<file path="config.mk">
export PLATFORM = sky130hd
export DESIGN_NAME = vga_scan_ctrl
export DESIGN_NICKNAME = d
export VERILOG_FILES = /design/src/rtl/vga_pkg.sv /design/src/rtl/vga_palette.sv /design/src/rtl/vga_scan_ctrl.sv
export SDC_FILE = /design/constraint.sdc
export NUM_CORES = 1
export LEC_CHECK = 0
export CAP_MARGIN = 20
export CORE_UTILIZATION = 50
export DETAILED_ROUTE_END_ITERATION = 7
export PLACE_DENSITY = 0.81
export SLEW_MARGIN = 25
export SYNTH_ARGS = -nofsm -noshare
export SYNTH_HDL_FRONTEND = slang
export SYNTH_SLANG_ARGS = --single-unit
</file>
<file path="constraint.sdc">
create_clock -name clk -period 3.37 [get_ports clk]
set_clock_uncertainty 0.05 [all_clocks]
set_input_delay 1.011 -clock clk [delete_from_list [all_inputs] [get_ports clk]]
set_output_delay 1.011 -clock clk [all_outputs]
set_load 0.005 [all_outputs]
</file>
<file path="src/rtl/vga_pkg.sv">
// Shared types, default 1080p timing and colour helpers for the raster scan controller.
package vga_pkg;

  typedef struct packed {
    logic [3:0] r;
    logic [3:0] g;
    logic [3:0] b;
  } rgb444_t;

  typedef struct packed {
    logic [15:0] h_active;
    logic [15:0] h_fp;
    logic [15:0] h_sync;
    logic [15:0] h_bp;
    logic [15:0] v_active;
    logic [15:0] v_fp;
    logic [15:0] v_sync;
    logic [15:0] v_bp;
  } timing_t;

  // Per-stage video control bits carried alongside the VRAM read.
  typedef struct packed {
    logic act;
    logic hs;
    logic vs;
    logic vb;
  } stage_t;

  localparam int DEF_H_ACTIVE = 1920;
  localparam int DEF_H_FP     = 88;
  localparam int DEF_H_SYNC   = 44;
  localparam int DEF_H_BP     = 148;
  localparam int DEF_V_ACTIVE = 1080;
  localparam int DEF_V_FP     = 4;
  localparam int DEF_V_SYNC   = 5;
  localparam int DEF_V_BP     = 36;

  localparam timing_t DEF_TIMING = '{
    h_active: 16'(DEF_H_ACTIVE), h_fp: 16'(DEF_H_FP),
    h_sync:   16'(DEF_H_SYNC),   h_bp: 16'(DEF_H_BP),
    v_active: 16'(DEF_V_ACTIVE), v_fp: 16'(DEF_V_FP),
    v_sync:   16'(DEF_V_SYNC),   v_bp: 16'(DEF_V_BP)
  };

  function automatic int h_total(input timing_t t);
    return int'(t.h_active) + int'(t.h_fp) + int'(t.h_sync) + int'(t.h_bp);
  endfunction

  function automatic int v_total(input timing_t t);
    return int'(t.v_active) + int'(t.v_fp) + int'(t.v_sync) + int'(t.v_bp);
  endfunction

  // Replicate a BPP-bit pixel until it fills a 4-bit channel.
  function automatic logic [3:0] grey4(input logic [3:0] p, input int bpp);
    case (bpp)
      1:       return {4{p[0]}};
      2:       return {2{p[1:0]}};
      default: return p;
    endcase
  endfunction

  function automatic rgb444_t grey_rgb(input logic [3:0] p, input int bpp);
    logic [3:0] n;
    n = grey4(p, bpp);
    return '{r: n, g: n, b: n};
  endfunction

endpackage

</file>
<file path="src/rtl/vga_palette.sv">
// Writable 2^BPP-entry RGB444 palette; resets to a grey ramp, reads combinationally.
module vga_palette
  import vga_pkg::*;
#(
  parameter int BPP = 2
) (
  input  logic           clk_i,
  input  logic           rst_ni,
  input  logic           wen_i,
  input  logic [BPP-1:0] widx_i,
  input  logic [11:0]    wdata_i,
  input  logic [BPP-1:0] ridx_i,
  output rgb444_t        rdata_o
);

  localparam int N = 1 << BPP;

  rgb444_t pal_q [N];

  // Writes ignore the pixel enable so the CPU can update the palette at any time.
  always_ff @(posedge clk_i) begin
    if (!rst_ni) begin
      for (int i = 0; i < N; i++) pal_q[i] <= grey_rgb(4'(i), BPP);
    end else if (wen_i) begin
      pal_q[widx_i] <= wdata_i;
    end
  end

  assign rdata_o = pal_q[ridx_i];

endmodule

</file>
<file path="src/rtl/vga_scan_ctrl.sv">
// Raster scan controller: programmable timing, scaled VRAM address, latency-aligned RGB444.
// Define VGA_SCAN_PALETTE_EN to map pixels through a writable palette instead of a grey ramp.
module vga_scan_ctrl
  import vga_pkg::*;
#(
  parameter int H_ACTIVE    = DEF_H_ACTIVE,
  parameter int H_FP        = DEF_H_FP,
  parameter int H_SYNC      = DEF_H_SYNC,
  parameter int H_BP        = DEF_H_BP,
  parameter int V_ACTIVE    = DEF_V_ACTIVE,
  parameter int V_FP        = DEF_V_FP,
  parameter int V_SYNC      = DEF_V_SYNC,
  parameter int V_BP        = DEF_V_BP,
  parameter int HS_POL      = 1,
  parameter int VS_POL      = 1,
  parameter int SCALE_SHIFT = 1,
  parameter int BPP         = 2,
  parameter int MEM_LAT     = 1,
  parameter int HA_W        = $clog2(H_ACTIVE >> SCALE_SHIFT),
  parameter int VA_W        = $clog2(V_ACTIVE >> SCALE_SHIFT)
) (
  input  logic                 clk,
  input  logic                 reset,
  input  logic                 pix_en,
  output logic [VA_W+HA_W-1:0] vram_addr,
  input  logic [BPP-1:0]       vram_data,
  input  logic                 pal_wen,
  input  logic [BPP-1:0]       pal_idx,
  input  logic [11:0]          pal_rgb,
  output logic                 hsync,
  output logic                 vsync,
  output logic                 de,
  output logic                 vblank,
  output logic                 frame_start,
  output logic [3:0]           red,
  output logic [3:0]           green,
  output logic [3:0]           blue
);

  localparam timing_t TM = '{
    h_active: 16'(H_ACTIVE), h_fp: 16'(H_FP), h_sync: 16'(H_SYNC), h_bp: 16'(H_BP),
    v_active: 16'(V_ACTIVE), v_fp: 16'(V_FP), v_sync: 16'(V_SYNC), v_bp: 16'(V_BP)
  };

  localparam int H_TOTAL = h_total(TM);
  localparam int V_TOTAL = v_total(TM);
  localparam int HC_W    = $clog2(H_TOTAL);
  localparam int VC_W    = $clog2(V_TOTAL);
  localparam int HXW     = HC_W + 1;
  localparam int VXW     = VC_W + 1;
  localparam int HS_BEG  = H_ACTIVE + H_FP;
  localparam int HS_END  = HS_BEG + H_SYNC;
  localparam int VS_BEG  = V_ACTIVE + V_FP;
  localparam int VS_END  = VS_BEG + V_SYNC;
  localparam int L       = MEM_LAT + 1;

  logic [HC_W-1:0]      hc_q, hc_d;
  logic [VC_W-1:0]      vc_q, vc_d;
  logic [VA_W+HA_W-1:0] addr_q, addr_d;
  stage_t               s0;
  stage_t               pipe_q [1:L];
  rgb444_t              rgb_q, rgb_d;
  rgb444_t              map_rgb;
  logic                 act_nxt;
  logic [HXW-1:0]       hc_x;
  logic [VXW-1:0]       vc_x;

  always_comb begin
    hc_d = hc_q;
    vc_d = vc_q;
    if (pix_en) begin
      if (hc_q == HC_W'(H_TOTAL - 1)) begin
        hc_d = '0;
        vc_d = (vc_q == VC_W'(V_TOTAL - 1)) ? '0 : vc_q + VC_W'(1);
      end else begin
        hc_d = hc_q + HC_W'(1);
      end
    end
  end

  // Widened copies so the sync end bounds never overflow the counter width.
  assign hc_x = {1'b0, hc_q};
  assign vc_x = {1'b0, vc_q};

  always_comb begin
    s0     = '0;
    s0.act = (hc_q < HC_W'(H_ACTIVE)) && (vc_q < VC_W'(V_ACTIVE));
    s0.hs  = (hc_x >= HXW'(HS_BEG)) && (hc_x < HXW'(HS_END));
    s0.vs  = (vc_x >= VXW'(VS_BEG)) && (vc_x < VXW'(VS_END));
    s0.vb  = (vc_q >= VC_W'(V_ACTIVE));
  end

  // Address is computed from the next counter value so it lines up with stage 0;
  // outside the active area it freezes to avoid out-of-range reads.
  always_comb begin
    act_nxt = (hc_d < HC_W'(H_ACTIVE)) && (vc_d < VC_W'(V_ACTIVE));
    addr_d  = addr_q;
    if (act_nxt) addr_d = {VA_W'(vc_d >> SCALE_SHIFT), HA_W'(hc_d >> SCALE_SHIFT)};
  end

`ifdef VGA_SCAN_PALETTE_EN
  vga_palette #(.BPP(BPP)) u_pal (
    .clk_i   (clk),
    .rst_ni  (reset),
    .wen_i   (pal_wen),
    .widx_i  (pal_idx),
    .wdata_i (pal_rgb),
    .ridx_i  (vram_data),
    .rdata_o (map_rgb)
  );
`else
  logic unused_pal;
  assign unused_pal = ^{pal_wen, pal_idx, pal_rgb};
  assign map_rgb    = grey_rgb(4'(vram_data), BPP);
`endif

  // VRAM data for a pixel arrives together with stage L-1; the colour register makes it stage L.
  assign rgb_d = pipe_q[L-1].act ? map_rgb : '0;

  always_ff @(posedge clk) begin
    if (!reset) begin
      hc_q   <= '0;
      vc_q   <= '0;
      addr_q <= '0;
      rgb_q  <= '0;
      for (int i = 1; i <= L; i++) pipe_q[i] <= '0;
    end else if (pix_en) begin
      hc_q      <= hc_d;
      vc_q      <= vc_d;
      addr_q    <= addr_d;
      rgb_q     <= rgb_d;
      pipe_q[1] <= s0;
      for (int i = 2; i <= L; i++) pipe_q[i] <= pipe_q[i-1];
    end
  end

  assign vram_addr   = addr_q;
  assign hsync       = pipe_q[L].hs ^ (HS_POL == 0);
  assign vsync       = pipe_q[L].vs ^ (VS_POL == 0);
  assign de          = pipe_q[L].act;
  assign vblank      = pipe_q[L].vb;
  assign red         = rgb_q.r;
  assign green       = rgb_q.g;
  assign blue        = rgb_q.b;
  // Undelayed on purpose: drives the VRAM double-buffer swap.
  assign frame_start = reset && pix_en && (hc_q == '0) && (vc_q == '0);

endmodule

</file>
==> results.md <==
- Outcome: complete, no violations
- Area growth syn-to-layout: 30.17%
- Worst setup path end: vram_addr[12]
- Crit path launch: pix_en
- Top-count cell post-synth: dfxtp_1
- FFs w/ async S/R, synth: 0%
- Initial antenna violation count: 0
- Core box area: 5140 µm²
- Share of cells above drive strength 1: 22.16%
- Synth Flop Type: dfxtp_1
- Final WL: 6.035 mm
- Hold Crit Start: vram_addr[1]
- Leakage Power: 1.348 nW
- First-pass GRT wire length: 9.528 mm
- Design Area, Final: 3487 µm²
- Clock root buffer: clkbuf_8
- Port Buffers: 41
- Final Max Slew Viols: 0
- I/O pin count: 57
- Placed cell areas: 3238 µm²
- Setup TNS: 0 ns
- Critical R2R Launch: vc_q[1]
- CTS tree: yes
- Crit end category: flop
- Peak VDD IR: 0.1960 mV
- # nets final: 367
- Worst R2R End: vram_addr[12]
- Post-route DRC: 0
- Reg area: 1141 µm²
- H-tree Lvls: 2
- Clk slew on worst S/H paths: 0.10 ns
- Utilization after layout: 67.84%
- Diode count: 0
- Synthesized area per cell: 9.399 µm²
- Average wire per standard cell: 14.61 µm
- Worst-margin pin slew: 0.6539 ns
- All-Layer GR Usage: 22.46%
- MaxCap Viol Count: 0
- Post-synth EDFFs: 8
- Fmax: 303.6 MHz
- P_int: 0.0009223 W
- Final cycle utilization of the critical path: 97.73%
- FF-to-FF setup slack: 0.25 ns
- CP max FO: 6
- Most common library cells after synthesis: dfxtp_1, nand2_1, nor2_1, and2_1, inv_1
- Worst R2R Path Depth: 12
- Sequential area share after synthesis: 42.60%
- CP most frequent cell: buf_4
- Antenna Violating Nets Remaining: 0
- Distinct cells, synth: 50
- DR iter-0 viols: 217
- Sw frac: 22.70%
- Area occupied by multi-input gates: 1399 µm²
- # fillers: 432
- Gp weighted congestion: 0.8956
- Final min period: 3.294 ns
- Largest net degree at the start of global routing: 31
- Synth warn: 0
- Die area: 5654 µm²
- RSZ-0062 raised after global routing: no
- Vias in the first global route: 1955
- Total net switching power: 0.0002708 W
- CP max-delay cell: a211oi_2
- Power share of the combinational group: 7.3%
- Num CTS Buffers: 5
- Clock share of power: 37.6%
- Worst Path Buf+Inv: 6
- Clock buffer depth: 2
- Critical Path Max Stage Delay: 0.30 ns
- PD cells: 342.1 nW/µm²
- Top post-synthesis cells by area: dfxtp_1, edfxtp_1, mux2_2
- Net Count, Synth: 310
- Total vias in the final route: 2270
- Die W: 75.20 µm
- Slew HR: 55.79%
- CP arrival: 3.46 ns
- Min Hold Slack: 0.4148 ns
- Die H: 75.20 µm
- Post-Syn Instances: 285
- Number of placement rows: 26
- Yosys reg bits: 53
- Worst Path Required: 3.53 ns
- Vias per inst: 5.496
- Clock sink total: 53
- Hold Crit Class: reg -> reg
- Drt pass-1 iters: 4
- Part of the power in registers: 55.1%
- Worst-Skew Late Latency: 0.32 ns
- DP HPWL: 4.070 mm
- Initial Util: 52.12%
- Area share of the largest cell type after synthesis: 33.63%
- Syn Std Cell Area: 2679 µm²
- Final Hold Fails: 0
- Number of cells on the critical path: 13
- Total gr overflow: 0
- Crit path kind: in -> reg
- Final setup violation count: 0
- CP top delay family: buffers and inverters
- Worst setup SP type: input port
- Largest area contributor in the netlist: dfxtp_1
- Cell chain of the critical path: dlygate4sd2_1 -> buf_4 -> and3_4 -> nand4_4 -> buf_4 -> o21ai_1 -> a22oi_2 -> a211oi_2 -> buf_4 -> o21ai_4 -> buf_12 -> buf_16 -> mux2_4
-- routing by layer --
metal  GRT usage, %  wire (µm)
met1          29.57       2734
met2          37.84       2879
met3          3.882        358
met4          6.790         63
met5              0          0
-- area by class of cell --
type | count | area share, %
Inverter | 15 | 1.615
Clock inverter | 3 | 1.328
Sequential cell | 53 | 32.72
Clock buffer | 5 | 1.973
Tap cell | 70 | 2.512
Timing Repair Buffer | 72 | 19.73
Multi-Input combinational cell | 195 | 40.11
-- worst min-delay path: cells and delay by family, from the launching register on --
kind             cells  cell delay (ns)
and+or+nand+nor      1             0.05
DFF                  1             0.32
muxes                1             0.05
-- per-stage QoR --
step | worst slack [ns] | power, W | instances
6_report | 0.07643 | 0.001193 | 413
5_1_grt | 0.002313 | 0.001223 | 413
4_1_cts | 0.08014 | 0.001198 | 413
3_5_place_dp | -0.7090 | 0.0007500 | 400
3_3_place_gp | -0.5795 | 0.0007474 | 400
2_1_floorplan | 0.2531 | 0.0007127 | 285
-- placed cells by master, fill, tap and decap left out, types with 3 or more instances in the layout --
master / count
ha_1: 5
nor2_1: 25
and2_1: 16
mux2i_1: 4
xnor2_1: 7
edfxtp_1: 8
xor2_1: 5
o21ai_0: 5
nand2_1: 26
inv_1: 15
mux2_2: 9
or3_1: 3
buf_4: 26
mux2_4: 6
a21oi_1: 14
clkbuf_8: 5
nand4_1: 6
and3_1: 7
nor3_1: 6
nand3_1: 9
dfxtp_1: 45
or4_4: 3
clkdlybuf4s50_1: 38
-- logic make-up (layout without fill, tap and decap cells) --
group / count (synthesis) / count (layout) / synth area share [%]
flip-flops: 53 / 53 / 42.60
XOR/XNOR: 12 / 12 / 3.923
AND/OR/NAND/NOR: 119 / 119 / 24.24
adder cells (fa/ha/maj): 5 / 5 / 2.335
multiplexers: 19 / 19 / 8.641
buffers and inverters: 37 / 95 / 7.566
AO/OA/AOI/OAI: 40 / 40 / 10.70
-- power groups by stage --
| stage | sequential (W) | clock (W) | combinational [W] |
|---|---|---|---|
| 2_1_floorplan | 0.000671 | 0 | 0.0000417 |
| 3_3_place_gp | 0.000671 | 0 | 0.0000767 |
| 3_5_place_dp | 0.000671 | 0 | 0.0000786 |
| 4_1_cts | 0.000657 | 0.000453 | 0.0000880 |
| 5_1_grt | 0.000658 | 0.000468 | 0.0000957 |
| 6_report | 0.000657 | 0.000449 | 0.0000875 |
-- flip-flops by register name, summed over array words and instances (netlist names) --
register / flops
vc_q: 11
hc_q: 12
red: 2
vram_addr: 20
pipe_q: 8
-- how the worst min path moves through the flow --
stage / cells past startpoint / endpoint / slack (ns)
floorplan: 2 / vram_addr[11] / 0.40
CTS: 2 / vram_addr[1] / 0.42
detailed placement: 2 / vram_addr[1] / 0.40
finish: 2 / vram_addr[1] / 0.41
global placement: 2 / vram_addr[1] / 0.40
global route: 2 / vram_addr[1] / 0.44
-- repair_timing --
action,in CTS,in global routing
buffers inserted,4,0
gates resized for setup,22,0
cloned,1,0
setup endpoints to repair,20,10
hold buffers,0,0
pin swaps,6,3
Power figures use the tool's default switching activity.
